**src/rtl/needs_pkg.sv**
```systemverilog
// Shared widths, limits and helpers for the pet needs meter.
package needs_pkg;
    localparam int LVL_W   = 3;
    localparam int MAX_LVL = 5;

    typedef logic [LVL_W-1:0] lvl_t;

    // Counter width able to hold 0..n-1, never narrower than one bit.
    function automatic int cnt_w(input int n);
        return (n > 1) ? $clog2(n) : 1;
    endfunction

    // Saturate a signed intermediate level into the legal 0..MAX_LVL range.
    function automatic lvl_t clamp(input logic signed [3:0] v);
        if (v < 0)
            return '0;
        else if (v > MAX_LVL)
            return lvl_t'(MAX_LVL);
        else
            return v[LVL_W-1:0];
    endfunction
endpackage

```
**src/rtl/needs_meter_if.sv**
```systemverilog
// Pulse/level inputs and need-level outputs of the needs meter.
interface needs_meter_if;
    import needs_pkg::*;

    logic feed_p;
    logic play_p;
    logic sleeping;
    logic test_mode;
    lvl_t hunger;
    lvl_t energy;
    lvl_t entertainment;
    logic critical;
    logic tick;

    modport master (
        output feed_p, play_p, sleeping, test_mode,
        input  hunger, energy, entertainment, critical, tick
    );

    modport slave (
        input  feed_p, play_p, sleeping, test_mode,
        output hunger, energy, entertainment, critical, tick
    );
endinterface

```
**src/rtl/needs_meter_tick_gen.sv**
```systemverilog
// Time-base divider; a test_mode change restarts the count so the first
// tick in the new mode arrives a full new period later.
module tick_gen
    import needs_pkg::*;
#(
    parameter int TICK_DIV = 50_000_000,
    parameter int TEST_DIV = 50_000
) (
    input  logic clk,
    input  logic rst,
    input  logic test_mode,
    output logic tick
);
    localparam int MAXD = (TICK_DIV > TEST_DIV) ? TICK_DIV : TEST_DIV;
    localparam int CW   = cnt_w(MAXD);

    logic [CW-1:0] tcnt;
    logic [CW-1:0] div_m1;
    logic          mode_q;
    logic          chg;
    logic          wrap;

    assign div_m1 = test_mode ? CW'(TEST_DIV - 1) : CW'(TICK_DIV - 1);
    assign chg    = test_mode ^ mode_q;
    assign wrap   = (tcnt == div_m1);

    always_ff @(posedge clk or posedge rst) begin
        if (rst) begin
            tcnt   <= '0;
            mode_q <= 1'b0;
            tick   <= 1'b0;
        end else begin
            mode_q <= test_mode;
            if (chg) begin
                tcnt <= '0;
                tick <= 1'b0;
            end else if (wrap) begin
                tcnt <= '0;
                tick <= 1'b1;
            end else begin
                tcnt <= tcnt + 1'b1;
                tick <= 1'b0;
            end
        end
    end
endmodule

```
**src/rtl/needs_meter.sv**
```systemverilog
// Hunger/energy/entertainment levels: decay on period counters driven by
// the time base, replenished by feed/play pulses and by sleeping.
module needs_meter
    import needs_pkg::*;
#(
    parameter int TICK_DIV   = 50_000_000,
    parameter int TEST_DIV   = 50_000,
    parameter int HUNGER_PER = 10,
    parameter int ENERGY_PER = 15,
    parameter int JOY_PER    = 8
) (
    input logic          clk,
    input logic          rst,
    needs_meter_if.slave bus
);
    localparam int HW = cnt_w(HUNGER_PER);
    localparam int EW = cnt_w(ENERGY_PER);
    localparam int JW = cnt_w(JOY_PER);

    logic          tick;
    logic [HW-1:0] hcnt;
    logic [EW-1:0] ecnt;
    logic [JW-1:0] jcnt;
    logic          h_ev, e_ev, j_ev;
    logic          feed_ok, play_ok;
    logic signed [3:0] h_d, e_d, j_d;
    lvl_t          hunger_q, energy_q, joy_q;
    logic          critical_q;

    tick_gen #(
        .TICK_DIV (TICK_DIV),
        .TEST_DIV (TEST_DIV)
    ) u_tick (
        .clk       (clk),
        .rst       (rst),
        .test_mode (bus.test_mode),
        .tick      (tick)
    );

    assign h_ev    = tick && (hcnt == HW'(HUNGER_PER - 1));
    assign e_ev    = tick && (ecnt == EW'(ENERGY_PER - 1));
    assign j_ev    = tick && (jcnt == JW'(JOY_PER - 1));
    assign feed_ok = bus.feed_p & ~bus.sleeping;
    assign play_ok = bus.play_p & ~bus.sleeping;

    // Signed deltas; a coincident pulse and event cancel before clamping.
    always_comb begin
        h_d = 4'sd0;
        e_d = 4'sd0;
        j_d = 4'sd0;
        if (feed_ok) h_d = h_d + 4'sd1;
        if (h_ev)    h_d = h_d - 4'sd1;
        if (play_ok) j_d = j_d + 4'sd1;
        if (j_ev)    j_d = j_d - 4'sd1;
        if (e_ev)    e_d = bus.sleeping ? 4'sd1 : -4'sd1;
        if (play_ok) e_d = e_d - 4'sd1;
    end

    always_ff @(posedge clk or posedge rst) begin
        if (rst) begin
            hcnt <= '0;
            ecnt <= '0;
            jcnt <= '0;
        end else if (tick) begin
            hcnt <= h_ev ? '0 : hcnt + 1'b1;
            ecnt <= e_ev ? '0 : ecnt + 1'b1;
            jcnt <= j_ev ? '0 : jcnt + 1'b1;
        end
    end

    always_ff @(posedge clk or posedge rst) begin
        if (rst) begin
            hunger_q   <= lvl_t'(MAX_LVL);
            energy_q   <= lvl_t'(MAX_LVL);
            joy_q      <= lvl_t'(MAX_LVL);
            critical_q <= 1'b0;
        end else begin
            hunger_q   <= clamp($signed({1'b0, hunger_q}) + h_d);
            energy_q   <= clamp($signed({1'b0, energy_q}) + e_d);
            joy_q      <= clamp($signed({1'b0, joy_q}) + j_d);
            critical_q <= (hunger_q == '0) | (energy_q == '0) | (joy_q == '0);
        end
    end

    assign bus.hunger        = hunger_q;
    assign bus.energy        = energy_q;
    assign bus.entertainment = joy_q;
    assign bus.critical      = critical_q;
    assign bus.tick          = tick;
endmodule

```
**src/flat_wrapper.sv**
```systemverilog
// flat-port wrapper written by rule: the top's interface ports become plain ports
module needs_meter_flat import needs_pkg::*;
#(
    parameter int TICK_DIV   = 50_000_000,
    parameter int TEST_DIV   = 50_000,
    parameter int HUNGER_PER = 10,
    parameter int ENERGY_PER = 15,
    parameter int JOY_PER    = 8
)
  (clk, rst, bus_feed_p, bus_play_p, bus_sleeping, bus_test_mode, bus_hunger, bus_energy, bus_entertainment, bus_critical, bus_tick);
  needs_meter_if bus_i ();
  input logic clk;
  input logic rst;
  input wire logic [$bits(bus_i.feed_p)-1:0] bus_feed_p;
  input wire logic [$bits(bus_i.play_p)-1:0] bus_play_p;
  input wire logic [$bits(bus_i.sleeping)-1:0] bus_sleeping;
  input wire logic [$bits(bus_i.test_mode)-1:0] bus_test_mode;
  output wire logic [$bits(bus_i.hunger)-1:0] bus_hunger;
  output wire logic [$bits(bus_i.energy)-1:0] bus_energy;
  output wire logic [$bits(bus_i.entertainment)-1:0] bus_entertainment;
  output wire logic [$bits(bus_i.critical)-1:0] bus_critical;
  output wire logic [$bits(bus_i.tick)-1:0] bus_tick;
  assign bus_i.feed_p = bus_feed_p;
  assign bus_i.play_p = bus_play_p;
  assign bus_i.sleeping = bus_sleeping;
  assign bus_i.test_mode = bus_test_mode;
  assign bus_hunger = bus_i.hunger;
  assign bus_energy = bus_i.energy;
  assign bus_entertainment = bus_i.entertainment;
  assign bus_critical = bus_i.critical;
  assign bus_tick = bus_i.tick;
  needs_meter #(.TICK_DIV(TICK_DIV), .TEST_DIV(TEST_DIV), .HUNGER_PER(HUNGER_PER), .ENERGY_PER(ENERGY_PER), .JOY_PER(JOY_PER)) u_core (.clk(clk), .rst(rst), .bus(bus_i));
endmodule
```
**config.mk**
```make
export PLATFORM = sky130hd
export DESIGN_NAME = needs_meter_flat
export DESIGN_NICKNAME = d
export VERILOG_FILES = /design/src/rtl/needs_pkg.sv /design/src/rtl/needs_meter_if.sv /design/src/rtl/needs_meter_tick_gen.sv /design/src/rtl/needs_meter.sv /design/src/flat_wrapper.sv
export SDC_FILE = /design/constraint.sdc
export NUM_CORES = 1
export LEC_CHECK = 0
export CORE_MARGIN = 8
export CORE_UTILIZATION = 55
export DETAILED_ROUTE_END_ITERATION = 10
export GPL_TIMING_DRIVEN = 0
export PLACE_DENSITY = 0.75
export REMOVE_ABC_BUFFERS = 1
export SLEW_MARGIN = 20
export SYNTH_ARGS = -nofsm -noshare
export SYNTH_HDL_FRONTEND = slang
export SYNTH_SLANG_ARGS = --single-unit
```
**constraint.sdc**
```tcl
create_clock -name clk -period 5.1 [get_ports clk]
set_input_delay 1.02 -clock clk [delete_from_list [all_inputs] [get_ports clk]]
set_output_delay 1.02 -clock clk [all_outputs]
set_load 0.05 [all_outputs]
```
==> out/metrics.cfg <==
[final_layout]
layout-area-overhead-vs-synth_pct = 12.58
final_cell_area_mm2 = 0.003158
layout-drive-gt1-share_pct = 9.180
nNetsFinal = 329
multiInputGateArea_mm2 = 0.001473
n_antenna_cell = 0
seqCellArea_mm2 = 0.001234
nFillCells = 448

[synthesis]
async_flop_share_pct = 100.0
yosysUniqueCellTypes = 44
yosysSeqAreaShare_pct = 43.98
syn_area_per_cell_um2 = 9.774
yosysTopAreaCellShare_pct = 38.36
synth.area.top_cells = dfrtp_1, ha_1, dfstp_2
syn_inst = 287
synth_area_mm2 = 0.002805
synth-seq-cells = 49
synth-main-ff-cell = dfrtp_1
yosysTopAreaCell = dfrtp_1
synth_edf_count = 0
yosys-top-cells-count = dfrtp_1, a21oi_1, nor2_1
ys.warnings.count = 0
synth.most_common_cell = dfrtp_1

[timing]
rsz0062_at_grt = no
fin_tns_setup_ns = 0
worst_pin_slew_ns = 0.5644
period_needed_ns = 2.952
relSlewSlack_pct = 62.37
min_period_over_period_pct = 57.89
slew_viol_final = 0
setup_viol = 0
finClkSkew_ns = 0.005677
fmax_ghz = 0.3387
hold_viol_final = 0

[placement]
place_congestion = 0.7764
dpl_cell_area_mm2 = 0.003068
port_buffers = 16
hpwl_mm = 3.844

[outcome]
status = completed

[critical_path]
crit_chain = clkdlybuf4s50_1
worst-endpoint-required_ns = 4.08
endpoint_kind = primary output
cpLargestDelayFamily = buffers and inverters
r2r-end = u_core.bus.energy[1]
critical-path-slowest-cell = clkdlybuf4s50_1
arrival_ns = 1.93
r2r_slack_ns = 2.70
ff2ff_path_depth = 7
critPathLaunch = u_core.u_tick.tick
cp_max_fo = 19
critPathBufInv = 1
r2r-start = u_core.u_tick.tick
slowest_delay_ns = 0.91
cp-start-kind = flip-flop
crit_type = flip-flop to primary output

[clock_tree]
clock_path_buffers = 2
clk-insertion-delay-late_ns = 0.31
clk_pin_slew_ns = 0.09
cts_tree = built
cts-root-buf = clkbuf_8
cts_resized = 0
post_cts_buffers = 0
htreeDepth = 2
cts.sinks = 49
cts-hold-fix-buffers = 0
numCtsBuffers = 5

[worst_hold_path]
hold_depth = 1
hp-start = u_core.u_tick.tcnt[0]
hp-class = flip-flop to flip-flop
min_to = u_core.u_tick.tcnt[0]

[power_and_ir_drop]
switchingPower_uw = 409.1
p_clk_share_pct = 21.1
vdd_drop_max_mv = 0.2112
power_frac_seq_pct = 44.9
combPwrFrac_pct = 34.0
internal_power_uw = 684.8
cellLeakagePower_nw = 1.314
power_density_mw_per_mm2 = 346.4
swShare_pct = 37.39

[global_route]
grt_pass1_vias = 2199
grt.total_usage_pct = 15.08
antenna_found_initial = 0
grt.overflow.total = 0
grt_pass1_wl_mm = 9.404
grt_start_max_net_pins = 27

[floorplan]
die-area_mm2 = 0.007641
initial_core_util_pct = 55.99
die_h_um = 87.42
core_mm2 = 0.005010
die_x_um = 87.42
row_count = 26
io_pins = 17

[detailed_routing]
num_vias = 2165
firstDrtPassIters = 4
wl_per_cell_um = 13.95
via_per_inst = 5.773
drc = 0
postRouteWirelength_mm = 5.232
drtAntennaViolNets = 0
dr.first_iter.drc_count = 63

[flow_run]
cap_violations = 0

cell families after synthesis:
kind of cell	synth area share [%]
simple gates	19.85
xor+xnor	7.493
compound gates	15.34
buf+inv	3.791
mux	0.8028
flops	43.98
fa+ha+maj	8.742
power groups by stage:
stage / clock network [mW] / logic [mW] / registers (mW)
2_1_floorplan: 0 / 0.136 / 0.625
3_3_place_gp: 0 / 0.366 / 0.497
3_5_place_dp: 0 / 0.376 / 0.500
4_1_cts: 0.237 / 0.378 / 0.492
5_1_grt: 0.254 / 0.406 / 0.498
6_report: 0.231 / 0.372 / 0.491
layout make-up:
cell class / count / share of cell area [%]
Sequential cell: 49 / 39.06
Inverter: 17 / 2.021
Multi-Input combinational cell: 212 / 46.63
Clock inverter: 3 / 0.6735
Clock buffer: 5 / 2.179
Timing Repair Buffer: 19 / 6.656
Tap cell: 70 / 2.773
sequential cells by signal, summed over array words and instances (netlist names):
signal / flops
u_core.bus.critical: 1
u_core.bus.energy: 3
u_core.bus.entertainment: 3
u_core.bus.hunger: 3
u_core.ecnt: 4
u_core.hcnt: 4
u_core.jcnt: 3
u_core.u_tick.mode_q: 1
u_core.u_tick.tcnt: 26
u_core.u_tick.tick: 1
layout by cell type, fill, tap and decap left out, drive strengths merged, types with 4 or more instances in the layout:
master / count
a21oi: 23
a22oi: 11
clkbuf: 5
clkdlybuf4s50: 16
dfrtp: 43
dfstp: 6
ha: 18
inv: 18
nand2: 18
nand3: 9
nand4: 9
nor2: 19
nor3: 7
nor4: 4
o21ai: 14
o31ai: 6
or3: 8
or4: 7
xnor2: 18
xor2: 6
worst max path at each step:
| stage | slack [ns] | cells after the start | end |
|---|---|---|---|
| 6_report | 2.15 | 1 | bus_tick |
| 5_1_grt | 2.03 | 1 | bus_tick |
| 4_1_cts | 2.11 | 1 | bus_tick |
| 3_5_place_dp | 2.02 | 10 | u_core.bus.entertainment[0] |
| 3_3_place_gp | 1.96 | 2 | u_core.u_tick.tcnt[0] |
| 2_1_floorplan | 2.60 | 9 | u_core.bus.entertainment[0] |
metal layers:
metal,global-route usage [%],part of all wire [%],routed length [um]
met5,0,0,0
met4,5.000,0.73,38
met3,3.491,4.3,225
met2,27.41,51,2643
met1,16.70,44,2325
per-stage QoR:
stage	hold slack, ns	total power [mW]	util, %	cells	worst slack, ns
global placement	0.4756	0.8632	60.09	364	1.956
finish	0.4831	1.094	63.04	375	2.148
detailed placement	0.4759	0.8758	61.24	367	2.019
floorplan	0.4494	0.7611	-	278	2.602
CTS	0.4890	1.107	63.04	375	2.115
global route	0.5075	1.158	63.04	375	2.029
(Power assumes the default switching activity.)
